==> src/rtl/uart_tx_fifo_pkg.sv <==
// Shared types for the UART console transmitter.
// UART_TX_PARITY_EN adds the PARITY state (even parity, 10-bit frames).
package uart_tx_fifo_pkg;

    localparam int UART_CHAR_WIDTH = 7;

    typedef enum logic [2:0] {
        IDLE,
        START,
        DATA,
`ifdef UART_TX_PARITY_EN
        PARITY,
`endif
        STOP
    } uart_tx_state_t;

endpackage

==> src/rtl/uart_tx_fifo_char_fifo.sv <==
// Synchronous FIFO with combinational first-word read data.
// Pushes while full and pops while empty are ignored.
module char_fifo #(
    parameter int WIDTH = 7,
    parameter int DEPTH = 8,
    localparam int LW = $clog2(DEPTH + 1)
) (
    input  logic             clk,
    input  logic             reset,
    input  logic             push_i,
    input  logic [WIDTH-1:0] din_i,
    input  logic             pop_i,
    output logic [WIDTH-1:0] dout_o,
    output logic             full_o,
    output logic             empty_o,
    output logic [LW-1:0]    level_o
);

    localparam int PW = $clog2(DEPTH);

    logic [WIDTH-1:0] mem_q [DEPTH];
    logic [PW-1:0]    wr_q;
    logic [PW-1:0]    rd_q;
    logic [LW-1:0]    cnt_q;
    logic             do_push;
    logic             do_pop;

    assign full_o  = (cnt_q == LW'(DEPTH));
    assign empty_o = (cnt_q == '0);
    assign level_o = cnt_q;
    assign dout_o  = mem_q[rd_q];
    assign do_push = push_i && !full_o;
    assign do_pop  = pop_i && !empty_o;

    always_ff @(posedge clk) begin
        if (reset) begin
            wr_q  <= '0;
            rd_q  <= '0;
            cnt_q <= '0;
        end else begin
            if (do_push)
                wr_q <= wr_q + PW'(1);
            if (do_pop)
                rd_q <= rd_q + PW'(1);
            case ({do_push, do_pop})
                2'b10:   cnt_q <= cnt_q + LW'(1);
                2'b01:   cnt_q <= cnt_q - LW'(1);
                default: cnt_q <= cnt_q;
            endcase
        end
    end

    always_ff @(posedge clk) begin
        if (do_push)
            mem_q[wr_q] <= din_i;
    end

endmodule

==> src/rtl/uart_tx_fifo.sv <==
// Buffered UART transmitter: 7 data bits LSB-first, 1 stop bit.
// Define UART_TX_PARITY_EN for an even-parity bit after the data.
module uart_tx_fifo
    import uart_tx_fifo_pkg::*;
#(
    parameter int CLKS_PER_BIT = 4,
    parameter int FIFO_DEPTH   = 8,
    localparam int LW = $clog2(FIFO_DEPTH + 1)
) (
    input  logic                       clk,
    input  logic                       reset,
    input  logic [UART_CHAR_WIDTH-1:0] char_in,
    input  logic                       char_valid,
    output logic                       char_ready,
    output logic                       txd,
    output logic                       busy,
    output logic [LW-1:0]              level,
    output logic                       overflow
);

    localparam int CW = $clog2(CLKS_PER_BIT);
    localparam logic [CW-1:0] CNT_MAX = CW'(CLKS_PER_BIT - 1);

    uart_tx_state_t             state_q, state_d;
    logic [CW-1:0]              cnt_q, cnt_d;
    logic [2:0]                 idx_q, idx_d;
    logic [UART_CHAR_WIDTH-1:0] shift_q, shift_d;
    logic                       par_q, par_d;
    logic                       txd_q, txd_d;
    logic                       ovf_q;

    logic [UART_CHAR_WIDTH-1:0] fifo_dout;
    logic                       fifo_full;
    logic                       fifo_empty;
    logic                       pop;
    logic                       bit_end;

    char_fifo #(
        .WIDTH (UART_CHAR_WIDTH),
        .DEPTH (FIFO_DEPTH)
    ) u_fifo (
        .clk     (clk),
        .reset   (reset),
        .push_i  (char_valid),
        .din_i   (char_in),
        .pop_i   (pop),
        .dout_o  (fifo_dout),
        .full_o  (fifo_full),
        .empty_o (fifo_empty),
        .level_o (level)
    );

    assign bit_end    = (cnt_q == CNT_MAX);
    assign char_ready = !fifo_full;
    assign txd        = txd_q;
    assign busy       = (state_q != IDLE) || (level != '0);
    assign overflow   = ovf_q;

    always_ff @(posedge clk) begin
        if (reset) begin
            state_q <= IDLE;
            cnt_q   <= '0;
            idx_q   <= '0;
            shift_q <= '0;
            par_q   <= 1'b0;
            txd_q   <= 1'b1;
            ovf_q   <= 1'b0;
        end else begin
            state_q <= state_d;
            cnt_q   <= cnt_d;
            idx_q   <= idx_d;
            shift_q <= shift_d;
            par_q   <= par_d;
            txd_q   <= txd_d;
            if (char_valid && fifo_full)
                ovf_q <= 1'b1;
        end
    end

    always_comb begin
        state_d = state_q;
        unique case (state_q)
            IDLE:  if (!fifo_empty) state_d = START;
            START: if (bit_end) state_d = DATA;
            DATA:
                if (bit_end && idx_q == 3'd6)
`ifdef UART_TX_PARITY_EN
                    state_d = PARITY;
            PARITY: if (bit_end) state_d = STOP;
`else
                    state_d = STOP;
`endif
            STOP:
                if (bit_end)
                    state_d = fifo_empty ? IDLE : START;
            default: state_d = IDLE;
        endcase
    end

    // Timer idles at zero so every frame starts on a fresh bit period.
    always_comb begin
        pop     = 1'b0;
        cnt_d   = bit_end ? '0 : cnt_q + CW'(1);
        idx_d   = idx_q;
        shift_d = shift_q;
        par_d   = par_q;
        txd_d   = txd_q;
        unique case (state_q)
            IDLE: begin
                cnt_d = '0;
                txd_d = 1'b1;
                if (!fifo_empty) begin
                    pop     = 1'b1;
                    shift_d = fifo_dout;
                    par_d   = ^fifo_dout;
                    txd_d   = 1'b0;
                end
            end
            START:
                if (bit_end) begin
                    txd_d = shift_q[0];
                    idx_d = '0;
                end
            DATA:
                if (bit_end) begin
                    if (idx_q == 3'd6) begin
`ifdef UART_TX_PARITY_EN
                        txd_d = par_q;
`else
                        txd_d = 1'b1;
`endif
                    end else begin
                        shift_d = shift_q >> 1;
                        txd_d   = shift_q[1];
                        idx_d   = idx_q + 3'd1;
                    end
                end
`ifdef UART_TX_PARITY_EN
            PARITY:
                if (bit_end) txd_d = 1'b1;
`endif
            STOP:
                if (bit_end && !fifo_empty) begin
                    pop     = 1'b1;
                    shift_d = fifo_dout;
                    par_d   = ^fifo_dout;
                    txd_d   = 1'b0;
                end
            default: txd_d = 1'b1;
        endcase
    end

endmodule
==> config.mk <==
export PLATFORM = sky130hd
export DESIGN_NAME = uart_tx_fifo
export DESIGN_NICKNAME = d
export VERILOG_FILES = /design/src/rtl/uart_tx_fifo_pkg.sv /design/src/rtl/uart_tx_fifo_char_fifo.sv /design/src/rtl/uart_tx_fifo.sv
export SDC_FILE = /design/constraint.sdc
export NUM_CORES = 1
export LEC_CHECK = 0
export ABC_AREA = 1
export ABC_CLOCK_PERIOD_IN_PS = 2500
export CORE_ASPECT_RATIO = 1.2
export CORE_UTILIZATION = 59
export DETAILED_ROUTE_END_ITERATION = 7
export PLACE_DENSITY_LB_ADDON = 0.15
export SLEW_MARGIN = 20
export SYNTH_ARGS = -nofsm -noshare
export SYNTH_HDL_FRONTEND = slang
export SYNTH_SLANG_ARGS = --single-unit
export TNS_END_PERCENT = 50
==> constraint.sdc <==
create_clock -name clk -period 2.5 [get_ports clk]
set_clock_uncertainty 0.1 [all_clocks]
set_input_delay 0.25 -clock clk [delete_from_list [all_inputs] [get_ports clk]]
set_output_delay 0.25 -clock clk [all_outputs]
set_load 0.005 [all_outputs]
==> metrics.md, run 1 <==
| Metric | Value |
|---|---|
| Max Clock Freq | 0.426 GHz |
| Vias per cell | 5.32 |
| Syn. warnings | 0 |
| Vias in the first global route | 2718 |
| Final Setup Violations | 0 |
| Top cells by count, synth | 93 x nand2_1, 57 x nand3_1, 56 x edfxtp_1 |
| Clk sink count | 85 |
| Reg clk slew, reported paths | 0.09 ns |
| Seq/Total Area, Yosys | 0.598 |
| TritonCTS clock tree | yes |
| Nets | 437 |
| Post-route ant nets | 0 |
| CORE AREA | 0.00613 mm^2 |
| Filler cells | 490 |
| Largest net degree at the start of global routing | 29 |
| Hold Slack | 0.333 ns |
| Status | finished, final reports clean |
| CP Capture Type | flip-flop |
| Initial antenna violation count | 0 |
| Die H | about 90 um |
| Post-DP HPWL | about 5000 um |
| Critical Path Stages | 14 |
| Final core occ | 0.699 |
| Kind of critical path | flip-flop to flip-flop |
| Clock buffer depth | 2 |
| Crit path DAT | around 2.5 ns |
| Area of the multi-input gates | 0.00134 mm^2 |
| Flops & latches, synth | 85 |
| # Post-CTS Setup Buffers | 0 |
| Worst path top cell family by delay | adder cells |
| Crit path launch type | flip-flop |
| Net Sw Frac | 0.390 |
| CTS buffer count | 9 |
| PwrDens | roughly 1000 mW/mm^2 |
| Routed wire per std cell | 15.3 um |
| Root Buffer | clkbuf_8 |
| Gate power share | 0.363 |
| Clock network latency to the later pin of the worst-skew pair | approximately 0.36 ns |
| Hold Crit Depth | 1 |
| Synthesized net count | 408 |
| Least-Margin Pin Slew | just over 0.5 ns |
| CTS H-tree lvls | 3 |
| Most used cell, CP | ha_1 |
| Crit Path Max Fanout | 8 |
| Leak pwr | 0.00170 uW |
| GRT Util Overall | 0.254 |
| Layout cells sized above 1 | 0.124 |
| HP Class | flip-flop to flip-flop |
| IO buf count | 17 |
| Rows | 31 |
| Die Wd | 75.1 um |
| Clock power share | 0.224 |
| Unique masters post-synth | 29 |
| Drt initial violations | 130 |
| Gpl congestion | 0.844 |
| Final Slew Violations | 0 |
| Overflow after GRT | 0 |
| Post-Route WL | 7670 um |
| Pre-antenna DRT Iters | 4 |
| CP peak stage delay | 0.37 ns |
| Diode count | 0 |
| Peak supply drop | 0.000538 V |
| Dominant synthesized flop cell | edfxtp_1 |
| Buf/Inv on CP | 3 |
| Cell at the slowest stage of the critical path | dfxtp_1 |
| Yosys top cell area share | 0.444 |
| Top post-synthesis cells by area | edfxtp_1 44%, dfxtp_1 15%, nand2_1 9.2%, nand3_1 7.5%, ha_1 4.0% |
| Mean area per synthesized cell | 9.81 um^2 |
| Final hold vios | 0 |
| FF-to-FF path depth | 14 |
| Synth Instances | between 300 and 400 |
| Storage cell area | 0.00226 mm^2 |
| Tcrit/Tclk final | 0.939 |
| Critical path, cell by cell | inv_1, ha_1, nor2_2, nor2_1, nand2_1, inv_1, nand2_2, inv_4, ha_1, xor2_1, ha_1, a21oi_1, xor2_1, a21oi_1 |
| Die ar. | 0.00674 mm^2 |
| First-pass GRT wire length | 12600 um |
| Net Sw Power | between 1500 and 2000 uW |
| # DRC | 0 |
| Reg power frac | 0.413 |
| Required @ worst endpoint | 2.66 ns |
| IO Count | 18 |
| Post-synth EDFFs | 56 |
| Asr flop ratio synth | 0 |
| Internal power | 2620 uW |
| Cell Area, Synth | approximately 0.0038 mm^2 |
| Routed via count | ~2700 |
| Worst rel slew slack | 0.654 |
| Initial Util | 0.618 |
| Top-count cell post-synth | nand2_1 |
| Synth area leader | edfxtp_1 |
| Area Overhead vs Synth | 13.2% |
| Fin crit period | 2.35 ns |
| Max Cap Viol | 0 |
[final cells by class]
| class | instances | area share |
|---|---|---|
| flip-flops and latches | 85 | 0.528 |
| repair buffers | 31 | 0.0643 |
| clock buffers | 9 | 0.0289 |
| multi-input cells | 260 | 0.312 |
| clock inverters | 7 | 0.0166 |
| inverters | 28 | 0.0257 |
| well taps | 82 | 0.0239 |
[layer usage]
metal | part of all wire | track usage | vias to the layer above
met5 | 0 | 0 | -
met4 | 0.011 | 0.107 | 0
met3 | 0.060 | 0.0437 | 8
met2 | 0.51 | 0.408 | 65
li1 | - | - | 1361
met1 | 0.42 | 0.337 | 1239
[logic make-up (layout without fill, tap and decap cells)]
family	after synthesis	after routing	share of synthesized area
AND/OR/NAND/NOR	206	206	0.249
flip-flops	85	85	0.598
buffers and inverters	41	75	0.0506
AO/OA/AOI/OAI	39	39	0.0562
adder cells (fa/ha/maj)	12	12	0.0397
XOR/XNOR	3	3	0.00694
[placed cells by master (no fill, tap or decap), types with 6 or more instances in the layout]
cell,instances
nand2_1,93
nand3_1,57
edfxtp_1,56
nor2_1,34
dfxtp_1,29
a21oi_1,25
inv_1,24
clkdlybuf4s50_1,17
buf_4,14
ha_1,12
o21ai_0,9
clkbuf_8,9
nor3_1,6
[through the flow]
step / cell area, um^2 / TNS [ns] / setup slack (ns) / std cells / power, uW
floorplan: 3780 / 0 / 0.330 / 386 / 2960
global placement: 4080 / 0 / 0.257 / 486 / 3290
detailed placement: 4080 / 0 / 0.171 / 486 / 3340
CTS: 4280 / 0 / 0.146 / 502 / 4300
global route: 4280 / -0.00441 / -0.00441 / 502 / 4590
finish: 4280 / 0 / 0.152 / 502 / 4300
[worst paths after layout]
kind / start / end / slack, ns
min reg2reg: cnt_q[0] / cnt_q[0] / 0.33
max: state_q[0] / u_fifo.level_o[2] / 0.15
min: cnt_q[0] / cnt_q[0] / 0.33
max reg2reg: state_q[0] / u_fifo.level_o[2] / 0.15
[power by group through the flow]
stage                     sequential (uW)  combinational, uW  clock [uW]
after detailed placement             1810               1530           0
after CTS                            1780               1550         977
after floorplan                      1790               1170           0
after global placement               1800               1490           0
final                                1770               1560         963
after global routing                 1800               1770        1020
[flip-flops by register name (all words and copies together) (netlist names), named ones only]
register        cells
u_fifo.mem_q       56
shift_q             7
u_fifo.level_o      4
idx_q               3
u_fifo.rd_q         3
u_fifo.wr_q         3
cnt_q               2
state_q             2
overflow            1
txd                 1
[repair_timing]
action | 4_1_cts | 5_1_grt
setup endpoints to repair | 0 | 2
hold buffers | 0 | 0
resized for setup | 0 | 2
Power figures use the tool's default switching activity.
==> run 2, diff against run 1 <==
--- a/config.mk
+++ b/config.mk
@@ -10,6 +10,7 @@
 export CORE_ASPECT_RATIO = 1.2
 export CORE_UTILIZATION = 59
 export DETAILED_ROUTE_END_ITERATION = 7
+export MAX_ROUTING_LAYER = met4
 export PLACE_DENSITY_LB_ADDON = 0.15
 export SLEW_MARGIN = 20
 export SYNTH_ARGS = -nofsm -noshare
==> run 2 against run 1 <==
  * Core utilization did not move
  * Clock power barely moved
  * Sequential power barely moved
  * Register-to-register slack barely moved
  * Fmax barely moved
  * Critical endpoint unchanged
  * Global-route usage rose by 0.71 points
  * First-iteration DRC count rose by 0.77%
==> metrics.md, run 2 (synthesis results as in run 1) <==
| Metric | Value |
|---|---|
| Least-Margin Pin Slew | 0.520 ns |
| First-pass GRT wire length | approximately 13000 um |
| Post-route ant nets | 0 |
| Post-route insts no fill | 502 |
| Leak pwr | 0.00170 uW |
| Vias in the first global route | between 2000 and 3000 |
| Final hold vios | 0 |
| Max Clock Freq | 0.426 GHz |
| Tcrit/Tclk final | 0.940 |
| Crit path DAT | 2.51 ns |
| Gpl congestion | 0.857 |
| GRT busiest layer | met2 |
| GR Layer Usage met3 | 0.0437 |
| Root Buffer | clkbuf_8 |
| CORE AREA | 0.00613 mm^2 |
| Final core occ | 0.699 |
| GRT Util Overall | 0.262 |
| HP Class | flip-flop to flip-flop |
| Final Slew Violations | 0 |
| Kind of critical path | flip-flop to flip-flop |
| # Post-CTS Setup Buffers | 0 |
| Crit path launch type | flip-flop |
| Routed via count | 2670 |
| Placed cells | between 400 and 500 |
| Final Setup Violations | 0 |
| CP Capture Type | flip-flop |
| Area of the multi-input gates | 0.00134 mm^2 |
| Worst rel slew slack | 0.653 |
| Required @ worst endpoint | 2.66 ns |
| Max Cap Viol | 0 |
| Layout cells sized above 1 | 0.124 |
| Initial Util | 0.618 |
| TritonCTS clock tree | yes |
| Worst setup path endpoint | u_fifo.level_o[2] |
| Final WS setup | 0.151 ns |
| Max reg flops | 56 |
| Crit Path Max Fanout | 8 |
| Clk sink count | 85 |
| Die H | roughly 90 um |
| R2r endpoint | u_fifo.level_o[2] |
| Met1 GRT Util | 0.337 |
| Commonest cells after routing, fill and taps aside | 93 x nand2_1, 57 x nand3_1, 56 x edfxtp_1 |
| Met2 usage in global routing | 0.408 |
| Post-Route WL | 7630 um |
| Die ar. | approximately 0.0067 mm^2 |
| Peak supply drop | 0.000535 V |
| Most flops, register | u_fifo.mem_q |
| R2r setup slk | 0.15 ns |
| IO buf count | 17 |
| Drt initial violations | 131 |
| Nets | 437 |
| # DRC | 0 |
| Most common cell after layout, fill and taps aside | nand2_1 |
| Die Wd | 75.1 um |
| Diode count | 0 |
| Fin crit period | between 2 and 2.5 ns |
| Pre-antenna DRT Iters | 4 |
| Clock buffer depth | 2 |
| Worst reg2reg startpoint | state_q[0] |
| Post-DP HPWL | 4990 um |
| Area Overhead vs Synth | 13.2% |
| Rows | 31 |
| Largest net degree at the start of global routing | 29 |
| Routed wire per std cell | 15.2 um |
| Overflow after GRT | 0 |
| Storage cell area | 0.00226 mm^2 |
| Clock network latency to the later pin of the worst-skew pair | 0.36 ns |
| CTS buffer count | 9 |
| Vias per cell | 5.32 |
| Filler cells | roughly 500 |
| Pre-CTS setup slack | 0.171 ns |
| Status | finished, final reports clean |
| Reg clk slew, reported paths | 0.09 ns |
| CTS H-tree lvls | 3 |
| Initial antenna violation count | 0 |
| IO Count | 18 |
| PwrDens | 1000 mW/mm^2 |
| FF-to-FF path depth | 14 |
| Critical path origin | state_q[0] |
run 2: layout make-up:
type | count | area share
clock buffer | 9 | 0.0289
clock inverter | 7 | 0.0166
inverter | 28 | 0.0257
multi-input combinational | 260 | 0.312
sequential | 85 | 0.528
tap | 82 | 0.0239
timing repair buffer | 31 | 0.0643
run 2: stage by stage:
step | total power [uW] | instance area [um^2] | TNS, ns | hold WS [ns]
after floorplan | 2960 | 3780 | 0 | 0.219
after global routing | 4590 | 4280 | -0.00441 | 0.355
after global placement | 3290 | 4080 | 0 | 0.307
after detailed placement | 3340 | 4080 | 0 | 0.320
after CTS | 4300 | 4280 | 0 | 0.334
final | 4300 | 4280 | 0 | 0.333
run 2: how the worst min path moves through the flow:
| stage | to | startpoint | slack [ns] | depth (start not counted) |
|---|---|---|---|---|
| 3_5_place_dp | cnt_q[0] | cnt_q[0] | 0.32 | 1 |
| 5_1_grt | cnt_q[0] | cnt_q[0] | 0.36 | 1 |
| 4_1_cts | cnt_q[0] | cnt_q[0] | 0.33 | 1 |
| 6_report | cnt_q[0] | cnt_q[0] | 0.33 | 1 |
| 2_1_floorplan | shift_q[2] | reset | 0.22 | 1 |
| 3_3_place_gp | cnt_q[0] | cnt_q[0] | 0.31 | 1 |
run 2: where the power goes:
group	leakage, uW	switching, uW	internal (uW)
clock	0.000100	566	394
sequential	0.000746	112	1660
combinational	0.000849	992	568
total	0.00170	1670	2620
run 2: worst max-delay path: stages, from the launching register on:
cell	delay, ns
dfxtp_1	0.37
inv_1	0.10
ha_1	0.27
nor2_2	0.15
nor2_1	0.05
nand2_1	0.05
inv_1	0.05
nand2_2	0.08
inv_4	0.06
ha_1	0.24
xor2_1	0.17
ha_1	0.19
a21oi_1	0.14
xor2_1	0.16
a21oi_1	0.08
run 2: timing repair:
item,CTS,global route
endpoints found under the setup margin,0,2
gates resized for setup,0,2
hold endpoints to repair,0,0
hold buffers,0,0
run 2: layer usage:
layer	share of wire	wire length, um
met3	0.060	454
met4	0.0069	53
met1	0.43	3250
met2	0.51	3880
met5	0	0
